File: config.mk
export PLATFORM = sky130hd
export DESIGN_NAME = u110_ata_cycle_flat
export DESIGN_NICKNAME = d
export VERILOG_FILES = /design/src/rtl/u110_ata_cycle_pkg.sv /design/src/rtl/u110_ata_cycle_if.sv /design/src/rtl/u110_ata_cycle_sync2.sv /design/src/rtl/u110_ata_cycle.sv /design/src/flat_wrapper.sv
export SDC_FILE = /design/constraint.sdc
export NUM_CORES = 1
export LEC_CHECK = 0
export CAP_MARGIN = 40
export CORE_MARGIN = 1
export CORE_UTILIZATION = 38
export DETAILED_ROUTE_END_ITERATION = 12
export PLACE_DENSITY_LB_ADDON = 0.1
export SETUP_SLACK_MARGIN = 0.2
export SLEW_MARGIN = 20
export SYNTH_ARGS = -nofsm -noshare
export SYNTH_HDL_FRONTEND = slang
export SYNTH_HIERARCHICAL = 1
export SYNTH_SLANG_ARGS = --single-unit
File: constraint.sdc
create_clock -name i_clk40 -period 4.05 [get_ports i_clk40]
set_input_delay 0.81 -clock i_clk40 [delete_from_list [all_inputs] [get_ports i_clk40]]
set_output_delay 0.81 -clock i_clk40 [all_outputs]
set_load 0.01 [all_outputs]
File: src/rtl/u110_ata_cycle_pkg.sv
// State encoding and PIO timing constants for the ATA cycle engine.
// Mode 0 and mode 4 lengths are in CLK40 periods.
package u110_ata_cycle_pkg;

  typedef enum logic [2:0] {
    ST_IDLE,
    ST_SETUP,
    ST_ACTIVE,
    ST_WAIT_RDY,
    ST_HOLD,
    ST_ACK,
    ST_RECOVER
  } state_t;

  localparam int CNT_W = 6;
  typedef logic [CNT_W-1:0] cnt_t;

  localparam cnt_t T_SETUP_M0   = 6'd3;
  localparam cnt_t T_SETUP_M4   = 6'd1;
  localparam cnt_t T_ACTIVE_M0  = 6'd12;
  localparam cnt_t T_ACTIVE_M4  = 6'd3;
  localparam cnt_t T_RECOVER_M0 = 6'd9;
  localparam cnt_t T_RECOVER_M4 = 6'd3;
  localparam cnt_t T_TIMEOUT    = 6'd48;

  // Value loaded into the timing counter on entry to a state.
  function automatic cnt_t f_state_len(input state_t st, input logic fast);
    cnt_t len;
    case (st)
      ST_SETUP:        len = fast ? T_SETUP_M4 : T_SETUP_M0;
      ST_ACTIVE:       len = fast ? T_ACTIVE_M4 : T_ACTIVE_M0;
      ST_WAIT_RDY:     len = T_TIMEOUT;
      ST_HOLD, ST_ACK: len = 6'd1;
      ST_RECOVER:      len = fast ? T_RECOVER_M4 : T_RECOVER_M0;
      default:         len = '0;
    endcase
    return len;
  endfunction

endpackage

File: src/rtl/u110_ata_cycle_if.sv
// CPU-side request and ATA-side strobe/buffer signals of the ATA cycle engine.
interface u110_ata_cycle_if;

  logic ts_n;
  logic ata_en_n;
  logic rnw;
  logic ata_fast;
  logic iordy;
  logic dior_n;
  logic diow_n;
  logic buf_oe_n;
  logic buf_dir;
  logic data_le;
  logic tack;
  logic timeout;
  logic busy;

  modport master (
    output ts_n, ata_en_n, rnw, ata_fast, iordy,
    input  dior_n, diow_n, buf_oe_n, buf_dir, data_le, tack, timeout, busy
  );

  modport slave (
    input  ts_n, ata_en_n, rnw, ata_fast, iordy,
    output dior_n, diow_n, buf_oe_n, buf_dir, data_le, tack, timeout, busy
  );

endinterface

File: src/rtl/u110_ata_cycle_sync2.sv
// Two-flop synchronizer for the asynchronous IORDY input.
module u110_ata_cycle_sync2 (
  input  logic i_clk,
  input  logic i_rst,
  input  logic i_d,
  output logic o_q
);

  logic r_meta;
  logic r_sync;

  always_ff @(posedge i_clk) begin
    if (i_rst) begin
      r_meta <= 1'b0;
      r_sync <= 1'b0;
    end else begin
      r_meta <= i_d;
      r_sync <= r_meta;
    end
  end

  assign o_q = r_sync;

endmodule

File: src/rtl/u110_ata_cycle.sv
// ATA PIO cycle sequencer: one 68040 transfer start produces one strobed ATA
// access and a single ATA_TACK pulse; all outputs come straight from flops.
//
// state     | meaning
// IDLE      | waiting for TSn & ATA_ENn
// SETUP     | buffer enabled, address setup before strobe
// ACTIVE    | DIORn/DIOWn asserted for the mode's strobe width
// WAIT_RDY  | strobe stretched while IORDY low, bounded by T_TIMEOUT
// HOLD      | strobe released, read data latched
// ACK       | ATA_TACK pulse to the termination stage
// RECOVER   | bus recovery before the next start is accepted
module u110_ata_cycle
  import u110_ata_cycle_pkg::*;
(
  input  logic             i_clk40,
  input  logic             i_reset,
  u110_ata_cycle_if.slave  bus
);

  state_t r_state, w_state_nxt;
  cnt_t   r_cnt, w_cnt_nxt;
  logic   r_rnw, r_fast, r_tmo;
  logic   w_rnw_nxt, w_fast_nxt, w_tmo_nxt;
  logic   w_start, w_last, w_iordy_s;

  logic r_dior_n, r_diow_n, r_oe_n, r_dir, r_le, r_tack, r_tmo_o, r_busy;
  logic w_dior_n, w_diow_n, w_oe_n, w_dir, w_le, w_tack, w_tmo_o, w_busy;

  u110_ata_cycle_sync2 u_sync_iordy (
    .i_clk (i_clk40),
    .i_rst (i_reset),
    .i_d   (bus.iordy),
    .o_q   (w_iordy_s)
  );

  assign w_start    = (r_state == ST_IDLE) && !bus.ts_n && !bus.ata_en_n;
  assign w_last     = (r_cnt == 6'd1);
  assign w_rnw_nxt  = w_start ? bus.rnw      : r_rnw;
  assign w_fast_nxt = w_start ? bus.ata_fast : r_fast;

  always_ff @(posedge i_clk40) begin
    if (i_reset) begin
      r_state  <= ST_IDLE;
      r_cnt    <= '0;
      r_rnw    <= 1'b1;
      r_fast   <= 1'b0;
      r_tmo    <= 1'b0;
      r_dior_n <= 1'b1;
      r_diow_n <= 1'b1;
      r_oe_n   <= 1'b1;
      r_dir    <= 1'b1;
      r_le     <= 1'b0;
      r_tack   <= 1'b0;
      r_tmo_o  <= 1'b0;
      r_busy   <= 1'b0;
    end else begin
      r_state  <= w_state_nxt;
      r_cnt    <= w_cnt_nxt;
      r_rnw    <= w_rnw_nxt;
      r_fast   <= w_fast_nxt;
      r_tmo    <= w_tmo_nxt;
      r_dior_n <= w_dior_n;
      r_diow_n <= w_diow_n;
      r_oe_n   <= w_oe_n;
      r_dir    <= w_dir;
      r_le     <= w_le;
      r_tack   <= w_tack;
      r_tmo_o  <= w_tmo_o;
      r_busy   <= w_busy;
    end
  end

  always_comb begin
    w_state_nxt = r_state;
    w_tmo_nxt   = r_tmo;
    w_cnt_nxt   = r_cnt;
    case (r_state)
      ST_IDLE: begin
        if (w_start) begin
          w_state_nxt = ST_SETUP;
          w_tmo_nxt   = 1'b0;
        end
      end
      ST_SETUP:    if (w_last) w_state_nxt = ST_ACTIVE;
      ST_ACTIVE:   if (w_last) w_state_nxt = w_iordy_s ? ST_HOLD : ST_WAIT_RDY;
      ST_WAIT_RDY: begin
        if (w_iordy_s) begin
          w_state_nxt = ST_HOLD;
        end else if (w_last) begin
          w_state_nxt = ST_HOLD;
          w_tmo_nxt   = 1'b1;
        end
      end
      ST_HOLD:     w_state_nxt = ST_ACK;
      ST_ACK:      w_state_nxt = ST_RECOVER;
      ST_RECOVER:  if (w_last) w_state_nxt = ST_IDLE;
      default:     w_state_nxt = ST_IDLE;
    endcase
    // Counter reloads on every state change and saturates at zero.
    if (w_state_nxt != r_state) begin
      w_cnt_nxt = f_state_len(w_state_nxt, w_fast_nxt);
    end else if (r_cnt != '0) begin
      w_cnt_nxt = r_cnt - 6'd1;
    end
  end

  // Outputs decoded from the next state so the registered copies line up with it.
  always_comb begin
    w_dior_n = 1'b1;
    w_diow_n = 1'b1;
    w_oe_n   = 1'b1;
    w_dir    = 1'b1;
    w_le     = 1'b0;
    w_tack   = 1'b0;
    w_tmo_o  = 1'b0;
    w_busy   = (w_state_nxt != ST_IDLE);
    case (w_state_nxt)
      ST_SETUP: begin
        w_oe_n = 1'b0;
        w_dir  = w_rnw_nxt;
      end
      ST_ACTIVE, ST_WAIT_RDY: begin
        w_oe_n   = 1'b0;
        w_dir    = w_rnw_nxt;
        w_dior_n = !w_rnw_nxt;
        w_diow_n = w_rnw_nxt;
      end
      ST_HOLD: begin
        w_oe_n = 1'b0;
        w_dir  = w_rnw_nxt;
        w_le   = w_rnw_nxt;
      end
      ST_ACK: begin
        w_tack  = 1'b1;
        w_tmo_o = w_tmo_nxt;
      end
      default: ;
    endcase
  end

  assign bus.dior_n   = r_dior_n;
  assign bus.diow_n   = r_diow_n;
  assign bus.buf_oe_n = r_oe_n;
  assign bus.buf_dir  = r_dir;
  assign bus.data_le  = r_le;
  assign bus.tack     = r_tack;
  assign bus.timeout  = r_tmo_o;
  assign bus.busy     = r_busy;

endmodule

File: src/flat_wrapper.sv
// flat-port wrapper written by rule: the top's interface ports become plain ports
module u110_ata_cycle_flat import u110_ata_cycle_pkg::*;
  (i_clk40, i_reset, bus_ts_n, bus_ata_en_n, bus_rnw, bus_ata_fast, bus_iordy, bus_dior_n, bus_diow_n, bus_buf_oe_n, bus_buf_dir, bus_data_le, bus_tack, bus_timeout, bus_busy);
  u110_ata_cycle_if bus_i ();
  input  logic i_clk40;
  input  logic i_reset;
  input wire logic [$bits(bus_i.ts_n)-1:0] bus_ts_n;
  input wire logic [$bits(bus_i.ata_en_n)-1:0] bus_ata_en_n;
  input wire logic [$bits(bus_i.rnw)-1:0] bus_rnw;
  input wire logic [$bits(bus_i.ata_fast)-1:0] bus_ata_fast;
  input wire logic [$bits(bus_i.iordy)-1:0] bus_iordy;
  output wire logic [$bits(bus_i.dior_n)-1:0] bus_dior_n;
  output wire logic [$bits(bus_i.diow_n)-1:0] bus_diow_n;
  output wire logic [$bits(bus_i.buf_oe_n)-1:0] bus_buf_oe_n;
  output wire logic [$bits(bus_i.buf_dir)-1:0] bus_buf_dir;
  output wire logic [$bits(bus_i.data_le)-1:0] bus_data_le;
  output wire logic [$bits(bus_i.tack)-1:0] bus_tack;
  output wire logic [$bits(bus_i.timeout)-1:0] bus_timeout;
  output wire logic [$bits(bus_i.busy)-1:0] bus_busy;
  assign bus_i.ts_n = bus_ts_n;
  assign bus_i.ata_en_n = bus_ata_en_n;
  assign bus_i.rnw = bus_rnw;
  assign bus_i.ata_fast = bus_ata_fast;
  assign bus_i.iordy = bus_iordy;
  assign bus_dior_n = bus_i.dior_n;
  assign bus_diow_n = bus_i.diow_n;
  assign bus_buf_oe_n = bus_i.buf_oe_n;
  assign bus_buf_dir = bus_i.buf_dir;
  assign bus_data_le = bus_i.data_le;
  assign bus_tack = bus_i.tack;
  assign bus_timeout = bus_i.timeout;
  assign bus_busy = bus_i.busy;
  u110_ata_cycle u_core (.i_clk40(i_clk40), .i_reset(i_reset), .bus(bus_i));
endmodule
# Yosys cells after proc, flatten, opt, wreduce, memory -nomap -nowiden

Cells that the tools add are included.

Register bits: 22
Input port bits: 7
Word-level logic and storage cells: 72

Add/sub/neg operators: 1
Eq/ne operators: 14
Multiplexer cells: 22
Bitwise gates (word level): 4
Reduce and logical (&&, ||, !) cells: 16

Operators by type and width:

| kind                                                               | count |
|---|---|
| 6-bit case mux with 5 select lines                                 | 1 |
| 3-bit two-way mux                                                  | 7 |
| 3-bit case mux with 7 select lines                                 | 1 |
| 3-bit == test, second input constant                               | 6 |
| 3-bit by 2-bit == test with 1-bit output, second input constant    | 4 |
| 6-bit two-way mux                                                  | 2 |
| 2-bit OR reduction                                                 | 6 |
| 4-bit two-way mux                                                  | 2 |
| 1-bit two-way mux                                                  | 7 |
| 3-bit by 1-bit == test with 1-bit output, second input constant    | 2 |
| 6-bit by 1-bit == test with 1-bit output, second input constant    | 1 |
| 6-bit nonzero test                                                 | 1 |
| 6-bit by 1-bit subtractor with 6-bit output, second input constant | 1 |
| 1-bit inverter                                                     | 4 |
| 4-bit OR reduction                                                 | 1 |
| 1-bit logical NOT                                                  | 3 |
| 3-bit logical NOT                                                  | 1 |
| 3-bit != test                                                      | 1 |
| 3-bit nonzero test                                                 | 1 |
| 1-bit logical AND                                                  | 2 |
| 2-bit two-way mux                                                  | 1 |
| 1-bit case mux with 2 select lines                                 | 1 |
| 2-bit nonzero test                                                 | 1 |

# Logic depth before layout (Yosys ltp)

Depth in word-level cells: 9
Mapped depth: 7
Mapped depth without buffers: 7

# Hierarchy

Netlist, hierarchy kept.

By module, submodules not included:

| module               | instances | cells each | area an instance (um^2) |
|---|---|---|---|
| u110_ata_cycle       | 1         | 116        | 1054.8 |
| u110_ata_cycle_sync2 | 1         | 4          | 52.6 |

# Worst setup path before layout

OpenSTA, ideal clock, no wires.

Path type: in2reg
Start: in bus_ts_n
End: reg u_core.r_cnt[2]
Arrival time: 1.925 ns
Setup slack: 2.055 ns
Stages on the path: 5
Path buffers: 0
Path through: nor2_1 -> o21a_1 -> or3_4 -> or4_1 -> a21oi_1

Longest elaborated chain between the ends: 9
Elaborated cells between the ends (all ways): 18

RTL lines:

| item                                | line                     | source |
|---|---|---|
| start, declared                     | flat_wrapper.sv:7        | `input wire logic [$bits(bus_i.ts_n)-1:0] bus_ts_n;` |
| 1-bit logical NOT (*)               | u110_ata_cycle.sv:36     | `assign w_start = (r_state == ST_IDLE) && !bus.ts_n && !bus.ata_en_n;` |
| 1-bit logical AND (*) (2 in series) | u110_ata_cycle.sv:36     |  |
| 3-bit two-way mux                   | u110_ata_cycle.sv:79     | `if (w_start) begin` |
| 3-bit case mux with 7 select lines  | u110_ata_cycle.sv:77     | `case (r_state)` |
| 3-bit == test                       | u110_ata_cycle_pkg.sv:29 | `case (st)` |
| 2-bit OR reduction                  | u110_ata_cycle_pkg.sv:29 |  |
| 6-bit case mux with 5 select lines  | u110_ata_cycle_pkg.sv:29 |  |
| 6-bit two-way mux                   | u110_ata_cycle.sv:100    | `if (w_state_nxt != r_state) begin` |
| end signal, assigned                | u110_ata_cycle.sv:58     | `r_cnt <= w_cnt_nxt;` |
| end, declared                       | u110_ata_cycle.sv:21     | `cnt_t r_cnt, w_cnt_nxt;` |

Every way passes the cells marked *; elsewhere a longest branch is shown, timed or not.
A chain may end at the register's enable or synchronous reset.

# Final worst setup path

Start: in bus_ts_n
End: reg u_core.r_cnt[3]

Same word-level chain as after synthesis.

==> flow_summary.ini <==
[floorplanning]
num_rows = 19
initial_core_util = 0.402
dieArea_um2 = 3130
core_um2 = 2760
ios = 15
die_w_um = 56.0
die-height_um = 56.0

[clock_tree]
cts_resized = 0
postCtsSetupBuffers = 0
clock_latency_ns = 0.30
cts_buffer_depth = 2
cts_tree = built
cts-htree-levels = 1
ctsHoldBuffers = 0
cts_root_buf = clkbuf_4
cts_num_sinks = 22
cts_buffers = 3
clkTransAtPathRegs_ns = 0.12

[timing]
max_freq_mhz = 445
worst_pin_slew_ns = 0.612
period_share = 0.555
fin_crit_ns = 2.25
slew_viol_final = 0
setup_tns_ns = 0
finClkSkew_ns = 0.00805
rsz0062_at_grt = false
hold_viol = 0
report.final.setup_viol = 0
fin_hold_ws_ns = 0.461
slew_headroom = 0.591

[grt]
grt_pass1_vias = 811
grt_pass1_wl_um = 3680
grt-ovfl-total = 0
globalRouteTotalUtil = 0.152
met1_usage = 0.222
antenna_found_initial = 0
grtUsageMet3 = 0.0302
grt_max_degree = 19
globalRoute.busiestLayer = met1
use_met2 = 0.221

[hold_path]
hp-class = flip-flop to flip-flop

[setup_path]
reg2reg_to = u_core/r_cnt[3]
cp-startpoint = bus_ts_n
end_kind = flip-flop
critPathArrivalTime_ns = 2.48
critPathCapture = u_core/r_cnt[3]
r2r-start = u_core/r_cnt[1]
crit_type = input port to flip-flop
crit_fanout = 4
required_ns = 4.28
start_kind = input port
worst-r2r-cell-count = 7
r2r_slack_ns = 1.89

[yosys]
synthArstFlopShare = 0
synthCells = 120
synth_edf_count = 0
synth_area_leaders = dfxtp_1 (40%), a21oi_1 (3.6%), ha_1 (3.4%)
synth_top_cell_area_share = 0.398
ys_seq_area_frac = 0.398
synthFlopType = dfxtp_1
yosysWarnings = 6
avgSynthCellArea_um2 = 9.23
syn_nets = 130
synth_top_area_cell = dfxtp_1
ys_types = 49
synthesis.area_um2 = 1110
synth-seq-cells = 22
netlist_top_cells_count = dfxtp_1 (22), nor2_1 (9), a21oi_1 (8), nand2_1 (7), nor2b_1 (6)
yosysMostFrequentCell = dfxtp_1

[flow_run]
maxCapViolations = 0

[routing]
first_iter_violations = 32
antenna_left = 0
wl_um = 2260
avgRoutedWirePerCell_um = 13.7
dr.pass1.iters = 4
via_per_inst = 5.64
drcViolationCount = 0
vias = 930

[placed_design]
dp_hpwl_um = 1700
io_buffers = 14
place_congestion = 0.839

[layout]
diodes = 0
fillerInstances = 258
syn_to_final_growth_pct = 16.9
nets = 145
seqCellArea_um2 = 440
multi_input_area_um2 = 621
drive_gt1_frac = 0.119

[status]
outcome = complete, no violations

[power]
ir_drop_mv = 0.405
pwr-share-seq = 0.354
p_per_area_nw_per_um2 = 701
p_sw_uw = 378
p_comb_frac = 0.516
p_clk_frac = 0.130
switching_share = 0.416
internal_power_uw = 530
p_leak_uw = 0.000471
finalPower_uw = 908
## routing by layer
layer  share of wire  wire length [um]  vias up
li1                -                 -      468
met4          0.0080                18        0
met5               0                 0        -
met1            0.51              1150      441
met3           0.046               105        2
met2            0.44               988       19
## critical path, cell delays in order
cell,delay (ns)
clkdlybuf4s50_1,0.45
nor2_1,0.07
o21a_1,0.18
or3_4,0.35
or4b_1,0.49
a21oi_1,0.13
## kinds of logic (layout without fill, tap and decap cells)
kind of cell | after synthesis | in the layout | share of synthesized area
AOI/OAI and AO/OA | 31 | 31 | 0.197
xor gates and xnor gates | 5 | 5 | 0.0396
adders and majority gates | 3 | 3 | 0.0339
buffers and inverters | 9 | 23 | 0.0418
DFF | 22 | 22 | 0.398
muxes | 2 | 2 | 0.0181
and+or+nand+nor | 48 | 48 | 0.272
## sequential cells by signal (all words and copies together) (netlist names)
| name | flops |
|---|---|
| u_core/bus.busy | 1 |
| u_core/r_cnt | 6 |
| u_core/r_tmo | 1 |
| u_core/r_state | 3 |
| u_core/bus.buf_oe_n | 1 |
| u_core/u_sync_iordy/r_meta | 1 |
| u_core/r_fast | 1 |
| u_core/bus.timeout | 1 |
| u_core/bus.buf_dir | 1 |
| u_core/u_sync_iordy/o_q | 1 |
| u_core/r_rnw | 1 |
| u_core/bus.data_le | 1 |
| u_core/bus.dior_n | 1 |
| u_core/bus.diow_n | 1 |
| u_core/bus.tack | 1 |
## power by group through the flow
stage	Combinational, uW	Clock, uW	Sequential [uW]
6_report	469	118	321
3_3_place_gp	464	0	326
3_5_place_dp	466	0	325
5_1_grt	519	133	329
2_1_floorplan	380	0	311
4_1_cts	468	123	320
## metrics by stage
stage | instances | worst slack [ns] | util | area (um^2)
floorplan | 120 | 2.05 | - | 1110
global placement | 161 | 1.46 | 0.456 | 1260
detailed placement | 161 | 1.46 | 0.456 | 1260
CTS | 165 | 1.78 | 0.470 | 1290
global route | 165 | 1.67 | 0.470 | 1290
finish | 165 | 1.80 | 0.470 | 1290
## cell type report
cell class	instances	share of cell area
multi-input cells	89	0.479
flip-flops and latches	22	0.340
repair buffers	14	0.108
well taps	31	0.0300
clock buffers	4	0.0280
inverters	5	0.0145
## placed cells by master, fill, tap and decap left out, drive strengths merged, types with 2 or more instances in the layout
cell / instances
a211oi: 2
nor3: 5
nor2b: 6
o221ai: 2
xnor2: 2
nand2b: 2
nor2: 9
inv: 5
xor2: 3
clkdlybuf4s50: 14
clkbuf: 4
nand3: 3
ha: 3
dfxtp: 22
nor4: 2
a31oi: 2
nand2: 7
or4: 3
or3: 3
a221oi: 2
a21oi: 8
mux2i: 2
o21ai: 6
## how the worst min path moves through the flow
| stage | start | endpoint | cells after the start |
|---|---|---|---|
| 3_5_place_dp | u_core/u_sync_iordy/r_meta | u_core/u_sync_iordy/o_q | 1 |
| 4_1_cts | u_core/u_sync_iordy/r_meta | u_core/u_sync_iordy/o_q | 1 |
| 2_1_floorplan | u_core/u_sync_iordy/r_meta | u_core/u_sync_iordy/o_q | 1 |
| 3_3_place_gp | u_core/u_sync_iordy/r_meta | u_core/u_sync_iordy/o_q | 1 |
| 5_1_grt | u_core/u_sync_iordy/r_meta | u_core/u_sync_iordy/o_q | 1 |
| 6_report | u_core/u_sync_iordy/r_meta | u_core/u_sync_iordy/o_q | 1 |
(Power assumes the default switching activity.)
